### src/rtl/seq_pkg.sv
// Shared definitions for the pattern-entry puzzle: phase encoding and the
// target pattern, so the player and the checker agree on one source.
package seq_pkg;

  typedef enum logic [1:0] {
    IDLE = 2'd0,
    SHOW = 2'd1,
    GAP  = 2'd2,
    DONE = 2'd3
  } seqState_t;

  localparam int SEQ_WIDTH = 6;

  // bit 0 is played first
  localparam logic [SEQ_WIDTH-1:0] SEQ_PATTERN = 6'b100101;

endpackage

### src/rtl/sequence_player_phase_timer.sv
// Loadable down-counter used to time both the SHOW and the GAP phases.
// A load always wins; otherwise the count steps down and parks at zero.
module phase_timer #(
  parameter int TW = 4
) (
  input  logic          clk,
  input  logic          reset,
  input  logic          load,
  input  logic [TW-1:0] loadValue,
  output logic          zero
);

  logic [TW-1:0] count_r;

  // Reload on every phase entry, otherwise count down without wrapping
  always_ff @(posedge clk) begin
    if (reset) begin
      count_r <= {TW{1'b0}};
    end else if (load) begin
      count_r <= loadValue;
    end else if (count_r != {TW{1'b0}}) begin
      count_r <= count_r - {{(TW-1){1'b0}}, 1'b1};
    end
  end

  assign zero = (count_r == {TW{1'b0}});

endmodule

### src/rtl/sequence_player.sv
// Plays PATTERN bit-by-bit on one LED (bit 0 first) with timed show/gap
// phases, then holds "done" until cleared or restarted. All outputs are
// registered and decoded from the next state so they change on the same
// edge as the state itself.
module sequence_player
  import seq_pkg::*;
#(
  parameter int               WIDTH       = SEQ_WIDTH,
  parameter logic [WIDTH-1:0] PATTERN     = SEQ_PATTERN,
  parameter int               STEP_CYCLES = 50_000_000,
  parameter int               GAP_CYCLES  = 12_500_000,
  localparam int              IDXW        = (WIDTH > 1) ? $clog2(WIDTH) : 1
) (
  input  logic             clk,
  input  logic             reset,
  input  logic             start,
  input  logic             clear,
  output logic             led_bit,
  output logic             led_valid,
  output logic [IDXW-1:0]  bit_index,
  output logic [WIDTH-1:0] pattern_out,
  output logic             busy,
  output logic             done
);

  localparam int MAX_CYCLES = (STEP_CYCLES > GAP_CYCLES) ? STEP_CYCLES : GAP_CYCLES;
  localparam int TW         = $clog2(MAX_CYCLES + 1);

  localparam logic [TW-1:0]   STEP_LOAD = TW'(STEP_CYCLES - 1);
  localparam logic [TW-1:0]   GAP_LOAD  = (GAP_CYCLES > 0) ? TW'(GAP_CYCLES - 1) : {TW{1'b0}};
  localparam logic            HAS_GAP   = (GAP_CYCLES > 0);
  localparam logic [IDXW-1:0] LAST_IDX  = IDXW'(WIDTH - 1);
  localparam logic [IDXW-1:0] IDX_ONE   = {{(IDXW-1){1'b0}}, 1'b1};

  seqState_t       state_r;
  seqState_t       nextState_s;
  logic [IDXW-1:0] bitIdx_r;
  logic [IDXW-1:0] nextIdx_s;
  logic            timerLoad_s;
  logic [TW-1:0]   loadValue_s;
  logic            timerZero_s;

  phase_timer #(
    .TW(TW)
  ) uTimer (
    .clk       (clk),
    .reset     (reset),
    .load      (timerLoad_s),
    .loadValue (loadValue_s),
    .zero      (timerZero_s)
  );

  // State and bit-index registers
  always_ff @(posedge clk) begin
    if (reset) begin
      state_r  <= IDLE;
      bitIdx_r <= {IDXW{1'b0}};
    end else begin
      state_r  <= nextState_s;
      bitIdx_r <= nextIdx_s;
    end
  end

  // Next-state, next-index and timer-load decisions
  always_comb begin
    nextState_s = state_r;
    nextIdx_s   = bitIdx_r;
    timerLoad_s = 1'b0;
    loadValue_s = STEP_LOAD;
    case (state_r)
      IDLE: begin
        if (start) begin
          nextState_s = SHOW;
          nextIdx_s   = {IDXW{1'b0}};
          timerLoad_s = 1'b1;
        end else begin
          nextState_s = IDLE;
        end
      end
      SHOW: begin
        if (timerZero_s) begin
          if (bitIdx_r == LAST_IDX) begin
            nextState_s = DONE;
          end else if (HAS_GAP) begin
            nextState_s = GAP;
            timerLoad_s = 1'b1;
            loadValue_s = GAP_LOAD;
          end else begin
            nextState_s = SHOW;
            nextIdx_s   = bitIdx_r + IDX_ONE;
            timerLoad_s = 1'b1;
          end
        end else begin
          nextState_s = SHOW;
        end
      end
      GAP: begin
        if (timerZero_s) begin
          nextState_s = SHOW;
          nextIdx_s   = bitIdx_r + IDX_ONE;
          timerLoad_s = 1'b1;
        end else begin
          nextState_s = GAP;
        end
      end
      DONE: begin
        // start beats clear when both arrive together
        if (start) begin
          nextState_s = SHOW;
          nextIdx_s   = {IDXW{1'b0}};
          timerLoad_s = 1'b1;
        end else if (clear) begin
          nextState_s = IDLE;
          nextIdx_s   = {IDXW{1'b0}};
        end else begin
          nextState_s = DONE;
        end
      end
      default: begin
        nextState_s = IDLE;
        nextIdx_s   = {IDXW{1'b0}};
      end
    endcase
  end

  // Output registers decoded from the state being entered
  always_ff @(posedge clk) begin
    if (reset) begin
      led_valid   <= 1'b0;
      led_bit     <= 1'b0;
      busy        <= 1'b0;
      done        <= 1'b0;
      pattern_out <= PATTERN;
    end else begin
      led_valid   <= (nextState_s == SHOW);
      led_bit     <= (nextState_s == SHOW) ? PATTERN[nextIdx_s] : 1'b0;
      busy        <= (nextState_s == SHOW) || (nextState_s == GAP);
      done        <= (nextState_s == DONE);
      pattern_out <= PATTERN;
    end
  end

  assign bit_index = bitIdx_r;

endmodule
### config.mk
export PLATFORM = sky130hd
export DESIGN_NAME = sequence_player
export DESIGN_NICKNAME = d
export VERILOG_FILES = /design/src/rtl/seq_pkg.sv /design/src/rtl/sequence_player_phase_timer.sv /design/src/rtl/sequence_player.sv
export SDC_FILE = /design/constraint.sdc
export NUM_CORES = 1
export LEC_CHECK = 0
export BUFFER_PORTS_ARGS = -buffer_cell sky130_fd_sc_hd__buf_2
export CAP_MARGIN = 20
export CORE_MARGIN = 2
export CORE_UTILIZATION = 45
export CTS_CLUSTER_SIZE = 8
export DETAILED_ROUTE_END_ITERATION = 10
export GPL_ROUTABILITY_DRIVEN = 0
export GPL_TIMING_DRIVEN = 1
export PLACE_DENSITY = 0.63
export SLEW_MARGIN = 20
export SYNTH_ARGS = -nofsm -noshare
export SYNTH_HDL_FRONTEND = slang
export SYNTH_SLANG_ARGS = --single-unit
export TNS_END_PERCENT = 20
### constraint.sdc
create_clock -name clk -period 3.28 [get_ports clk]
set_clock_uncertainty 0.1 [all_clocks]
set_input_delay 0.492 -clock clk [delete_from_list [all_inputs] [get_ports clk]]
set_output_delay 0.492 -clock clk [all_outputs]
set_load 0.005 [all_outputs]
==> results of run 1 <==
[layer usage]
metal | part of all wire [%] | track usage [%]
met4 | 1.5 | 7.00
met2 | 46 | 28.8
met5 | 0 | 0
met3 | 4.7 | 4.56
met1 | 47 | 25.3
[kinds of logic after synthesis]
| group | Yosys count | synth area share [%] |
|---|---|---|
| other | 2 | 0.349 |
| adders and majority gates | 10 | 5.81 |
| and+or+nand+nor | 99 | 26.4 |
| buffers and inverters | 24 | 6.50 |
| AOI/OAI and AO/OA | 56 | 19.7 |
| muxes | 3 | 2.21 |
| xor gates and xnor gates | 16 | 6.50 |
| DFF | 35 | 32.5 |
[where the power goes]
group          internal [mW]  switching [mW]  total, mW  leakage, nW
Combinational          0.124           0.187      0.311        0.544
Clock                  0.246           0.160      0.406       0.0612
Sequential             0.470          0.0497      0.520        0.289
Total                  0.841           0.396       1.24        0.894
[cell type report]
| class | instances | area (um2) | area share (%) |
|---|---|---|---|
| Timing Repair Buffer | 13 | 72.6 | 3.14 |
| Clock buffer | 6 | 82.6 | 3.57 |
| Multi-Input combinational cell | 190 | 1330 | 57.4 |
| Clock inverter | 2 | 35.0 | 1.51 |
| Inverter | 7 | 26.3 | 1.14 |
| Sequential cell | 35 | 701 | 30.3 |
| Tap cell | 54 | 67.6 | 2.92 |
[per-stage QoR]
step / total power [mW] / util, % / std cells / setup slack [ns]
detailed placement: 0.840 / 47.1 / 299 / 0.382
floorplan: 0.781 / - / 249 / 0.823
global route: 1.31 / 49.6 / 307 / 0.130
CTS: 1.25 / 49.6 / 307 / 0.369
finish: 1.24 / 49.6 / 307 / 0.358
global placement: 0.836 / 47.1 / 299 / 0.568
[path summary, 6_finish.rpt]
check | to | startpoint
worst max-delay path | led_bit$_SDFF_PP0_ | uTimer.count_r[0]$_SDFFE_PP0P_
worst min-delay path | uTimer.count_r[19]$_SDFFE_PP0P_ | uTimer.count_r[19]$_SDFFE_PP0P_
worst max register to register | led_bit$_SDFF_PP0_ | uTimer.count_r[0]$_SDFFE_PP0P_
worst min register to register | uTimer.count_r[19]$_SDFFE_PP0P_ | uTimer.count_r[19]$_SDFFE_PP0P_
[cell usage in the layout (no fill, tap or decap), types with 3 or more instances in the layout]
| cell type | n |
|---|---|
| conb_1 | 6 |
| a211oi_1 | 4 |
| inv_1 | 7 |
| a31oi_1 | 8 |
| buf_2 | 10 |
| nor2_1 | 23 |
| clkbuf_8 | 6 |
| nor2b_1 | 8 |
| dfxtp_1 | 35 |
| buf_4 | 3 |
| o21ai_0 | 7 |
| nand2b_1 | 5 |
| nor4_1 | 5 |
| and2_1 | 3 |
| a21oi_1 | 11 |
| o31ai_1 | 5 |
| o21a_1 | 4 |
| xor2_1 | 11 |
| nand3_1 | 5 |
| xnor2_1 | 5 |
| or3_1 | 4 |
| nor3_1 | 8 |
| nand2_1 | 26 |
| ha_1 | 10 |
[state kept, by name, summed over array words and instances (netlist names)]
name	flops
uTimer.count_r	26
state_r	2
led_bit	1
done	1
busy	1
bit_index	3
led_valid	1
[worst register-to-register path: stages, from the launching register on]
cell,delay (ns)
dfxtp_1,0.32
inv_1,0.08
ha_1,0.24
nor3b_2,0.37
and4b_1,0.50
nand3_1,0.43
nand2_1,0.20
a31oi_2,0.12
inv_1,0.07
ha_1,0.13
nor2b_1,0.15
and2_1,0.14
==> flow_summary.json, run 1 <==
{
  "ir_drop_mv": 0.244,
  "antenna_found_initial": 0,
  "fin_crit_sh_pct": 89.1,
  "worst-path-stages": 11,
  "cts_sinks": 35,
  "hp-class": "reg2reg",
  "routed_via_density": 5.70,
  "ant_nets": 0,
  "clkLatencyLatePin_ns": 0.29,
  "cts_tree": "done",
  "setup_viol": 0,
  "nFillCells": 436,
  "required_ns": 3.41,
  "maxCapViolations": 0,
  "drive_gt1_share_pct": 14.6,
  "setup_tns_ns": 0,
  "ys_seq_area_share_pct": 32.5,
  "synth_cells": 245,
  "slew_viol_final": 0,
  "routed_wl_um": 4560,
  "htreeDepth": 2,
  "design_area_um2": 2310,
  "postCtsResizedCells": 0,
  "crit_chain": "inv_1, ha_1, nor3b_2, and4b_1, nand3_1, nand2_1, a31oi_2, inv_1, ha_1, nor2b_1, and2_1",
  "leakagePower_nw": 0.894,
  "fp-row-count": 25,
  "core-area_um2": 4660,
  "syn-cell-area_um2": 2150,
  "clock.fmax_mhz": 342,
  "num_vias": 1751,
  "yosysTopAreaCell": "dfxtp_1",
  "ys.flop_type": "dfxtp_1",
  "clkTransAtPathRegs_ns": 0.07,
  "cts_buffers": 5,
  "finalHoldViolCount": 0,
  "r2r_setup_slack_ns": 0.36,
  "drc": 0,
  "path_buf_inv": 2,
  "max_stage_delay_ns": 0.50,
  "crit_fanout": 11,
  "yosys-top-cells-count": "35 x dfxtp_1, 26 x nand2_1, 23 x nor2_1, 11 x a21oi_1, 11 x xor2_1",
  "critPathArrivalTime_ns": 3.05,
  "cts_hold_buf": 0,
  "grt_max_degree": 29,
  "relSlewSlack_pct": 45.3,
  "postCtsSetupBuffers": 0,
  "wl_per_cell_um": 14.9,
  "netlist_top_cells_area": "dfxtp_1 33%, ha_1 5.8%, nand2_1 4.5%",
  "critical_path_class": "reg2reg",
  "drtPass1Iterations": 4,
  "area_delta_synth_final_pct": 7.38,
  "fin_crit_ns": 2.92,
  "worstMarginPinSlew_ns": 0.814,
  "io_buffer_count": 10,
  "diodes": 0,
  "synthArstFlopShare_pct": 0,
  "yosysWarnings": 0,
  "grt_pass1_vias": 1676,
  "clk_path_buf_depth": 2,
  "ys_ff_latch": 35,
  "power_density_nw_per_um2": 535,
  "grt_pass1_wl_um": 7860,
  "fp.dieH_um": 73.2,
  "cp-end-kind": "register",
  "slowest_stage": "and4b_1",
  "syn_avg_cell_area_um2": 8.79,
  "yosysMostFrequentCell": "dfxtp_1",
  "dp_hpwl_um": 3280,
  "synth_top_area_share_pct": 32.5,
  "critPathLaunchType": "register",
  "rsz0062_at_grt": "false",
  "whs_path_depth": 2,
  "yosysUniqueCellTypes": 54,
  "outcome": "complete, no violations",
  "grt.overflow.total": 0,
  "synth_edf_count": 0,
  "critPathTopFamily": "simple AND/OR/NAND/NOR gates",
  "nets": 266,
  "place_area_um2": 2200,
  "fp.dieW_um": 73.2,
  "initial_utilization_pct": 46.2,
  "cts.root.buffer_cell": "clkbuf_8",
  "hold_ws_ns": 0.397,
  "drt_iter0_drc": 80,
  "ioPinCount": 17,
  "r2r_cells": 11,
  "dieArea_um2": 5360,
  "grt_usage_pct": 18.7
}
No activity file was read; power rests on OpenSTA's default activity.
==> inputs of run 2 (changes only) <==
--- a/config.mk
+++ b/config.mk
@@ -8,12 +8,12 @@
 export BUFFER_PORTS_ARGS = -buffer_cell sky130_fd_sc_hd__buf_2
 export CAP_MARGIN = 20
 export CORE_MARGIN = 2
-export CORE_UTILIZATION = 45
+export CORE_UTILIZATION = 41
 export CTS_CLUSTER_SIZE = 8
 export DETAILED_ROUTE_END_ITERATION = 10
 export GPL_ROUTABILITY_DRIVEN = 0
-export GPL_TIMING_DRIVEN = 1
-export PLACE_DENSITY = 0.63
+export GPL_TIMING_DRIVEN = 0
+export PLACE_DENSITY = 0.6
 export SLEW_MARGIN = 20
 export SYNTH_ARGS = -nofsm -noshare
 export SYNTH_HDL_FRONTEND = slang
==> constraint.sdc (replaced) <==
create_clock -name clk -period 2.35 [get_ports clk]
set_clock_uncertainty 0.1 [all_clocks]
set_input_delay 0.3525 -clock clk [delete_from_list [all_inputs] [get_ports clk]]
set_output_delay 0.3525 -clock clk [all_outputs]
set_load 0.005 [all_outputs]
==> run 2 against run 1 <==
  * Cell area up 16%
  * First-iteration DRC count fell by 13%
  * Combinational power grew 85%
  * Final cell count increased by 15%
  * Setup slack got worse by 0.31 ns
==> flow_summary.json, run 2 (synthesis gave the netlist of run 1 again) <==
{
  "outcome": "complete, no violations",
  "critPathLaunchType": "register",
  "clkTransAtPathRegs_ns": 0.07,
  "routed_via_density": 5.20,
  "cts_sinks": 35,
  "antenna_found_initial": 0,
  "leakagePower_nw": 1.05,
  "clk_path_buf_depth": 2,
  "nFillCells": 494,
  "clock.fmax_mhz": 435,
  "initial_utilization_pct": 42.5,
  "cts_tree": "done",
  "io_buffer_count": 9,
  "hp-class": "reg2reg",
  "cts.root.buffer_cell": "clkbuf_8",
  "crit_chain": "inv_2, ha_4, nor3b_4, buf_4, and4b_1, buf_6, nand4_4, nand2_2, a32oi_2, ha_2, nor2b_4, and2_4",
  "grt_pass1_wl_um": 8680,
  "drt_iter0_drc": 70,
  "grt_pass1_vias": 1783,
  "critical_path_class": "reg2reg",
  "core-area_um2": 5070,
  "finalHoldViolCount": 0,
  "clock_power_share_pct": 27.2,
  "worstMarginPinSlew_ns": 0.645,
  "relSlewSlack_pct": 56.8,
  "post-place-cells": 328,
  "diodes": 0,
  "fin_crit_ns": 2.30,
  "switching_power_uw": 610,
  "setup_viol": 0,
  "regMostFlops": "uTimer.count_r",
  "grt_max_degree": 11,
  "routed_wl_um": 5120,
  "layout.cells.most_common": "dfxtp_1",
  "critPathArrivalTime_ns": 2.40,
  "area_delta_synth_final_pct": 24.3,
  "nets": 296,
  "p_int_mw": 1.19,
  "largest_reg_flops": 26,
  "fp.dieW_um": 76.5,
  "ant_nets": 0,
  "utilization_pct": 52.8,
  "slowest_stage": "dfxtp_2",
  "wl_per_cell_um": 14.5,
  "fin_crit_sh_pct": 97.9,
  "fp.dieH_um": 76.5,
  "drive_gt1_share_pct": 31.4,
  "crit_fanout": 6,
  "critPathTopFamily": "simple AND/OR/NAND/NOR gates",
  "drc": 0,
  "cp-end-kind": "register",
  "drtPass1Iterations": 4,
  "power_density_nw_per_um2": 674,
  "slew_viol_final": 0,
  "mostFrequentLayoutCells": "30 x dfxtp_1, 23 x nand2_1, 23 x nor2_1, 23 x buf_4, 12 x buf_2",
  "setup_tns_ns": 0,
  "path_buf_inv": 3,
  "fp-row-count": 26,
  "cts_buffers": 5,
  "htreeDepth": 2,
  "swShare_pct": 33.8,
  "maxCapViolations": 0,
  "ioPinCount": 17,
  "hold_ws_ns": 0.387,
  "total_power_mw": 1.80,
  "clkLatencyLatePin_ns": 0.29,
  "ir_drop_mv": 0.290,
  "dp_hpwl_um": 3530,
  "combPwrFrac_pct": 31.9,
  "num_vias": 1834,
  "max_stage_delay_ns": 0.33,
  "grt.overflow.total": 0,
  "required_ns": 2.45,
  "dieArea_um2": 5850,
  "seqPwrFrac_pct": 40.8,
  "rsz0062_at_grt": "true",
  "grt_usage_pct": 18.7,
  "instances_no_fill": 353
}
-- run 2: changes by cell type in the layout (fill, tap and decap cells not counted), moves of 4 or more --
cell	delta
buf_4	+20
dfxtp_1	-5
buf_6	+4
clkbuf_1	+4
dfxtp_2	+4
-- run 2: worst reg2reg max path, cell delays in order, from the launching register on --
cell and delay (ns):
dfxtp_2 0.33, inv_2 0.07, ha_4 0.13, nor3b_4 0.25
buf_4 0.17, and4b_1 0.20, buf_6 0.15, nand4_4 0.12
nand2_2 0.10, a32oi_2 0.14, ha_2 0.19, nor2b_4 0.12
and2_4 0.15
-- run 2: path summary, 6_finish.rpt --
kind / slack (ns) / cells after the start / end / start
worst min register to register: 0.39 / 2 / uTimer.count_r[23]$_SDFFE_PP0P_ / uTimer.count_r[23]$_SDFFE_PP0P_
worst min-delay path: 0.39 / 2 / uTimer.count_r[23]$_SDFFE_PP0P_ / uTimer.count_r[23]$_SDFFE_PP0P_
worst max-delay path: 0.05 / 12 / led_bit$_SDFF_PP0_ / uTimer.count_r[0]$_SDFFE_PP0P_
worst max register to register: 0.05 / 12 / led_bit$_SDFF_PP0_ / uTimer.count_r[0]$_SDFFE_PP0P_
-- run 2: cell type report --
class	count	area, um2	area share, %
plain buffers	17	120	4.48
clock buffers	8	100	3.74
inverters	7	26.3	0.981
multi-input cells	190	1460	54.6
flip-flops and latches	35	709	26.5
well taps	70	87.6	3.27
repair buffers	26	173	6.45
-- run 2: what timing repair did --
item / 4_1_cts / 5_1_grt
cloned: 0 / 0
setup endpoints to repair: 15 / 21
buffers inserted: 12 / 5
resized for setup: 13 / 23
hold buffers: 0 / 0
pin swaps: 6 / 7
-- run 2: power groups by stage --
| stage | clock network, mW | logic [mW] | registers, mW |
|---|---|---|---|
| after floorplan | 0 | 0.370 | 0.726 |
| after global placement | 0 | 0.454 | 0.737 |
| after detailed placement | 0 | 0.459 | 0.737 |
| after CTS | 0.505 | 0.529 | 0.729 |
| after global routing | 0.533 | 0.636 | 0.746 |
| final | 0.492 | 0.576 | 0.737 |
-- run 2: layer usage --
layer / GRT usage (%) / part of all wire [%] / up-vias
li1: - / - / 931
met1: 24.2 / 48 / 849
met2: 29.0 / 44 / 40
met3: 6.75 / 5.0 / 14
met4: 6.18 / 3.0 / 0
met5: 0 / 0 / -
-- run 2: stage by stage --
stage | cell area, um2 | setup slack [ns]
finish | 2680 | 0.0492
global route | 2680 | -0.0553
CTS | 2550 | -0.0491
detailed placement | 2310 | -0.379
global placement | 2310 | -0.367
floorplan | 2180 | 0.0133
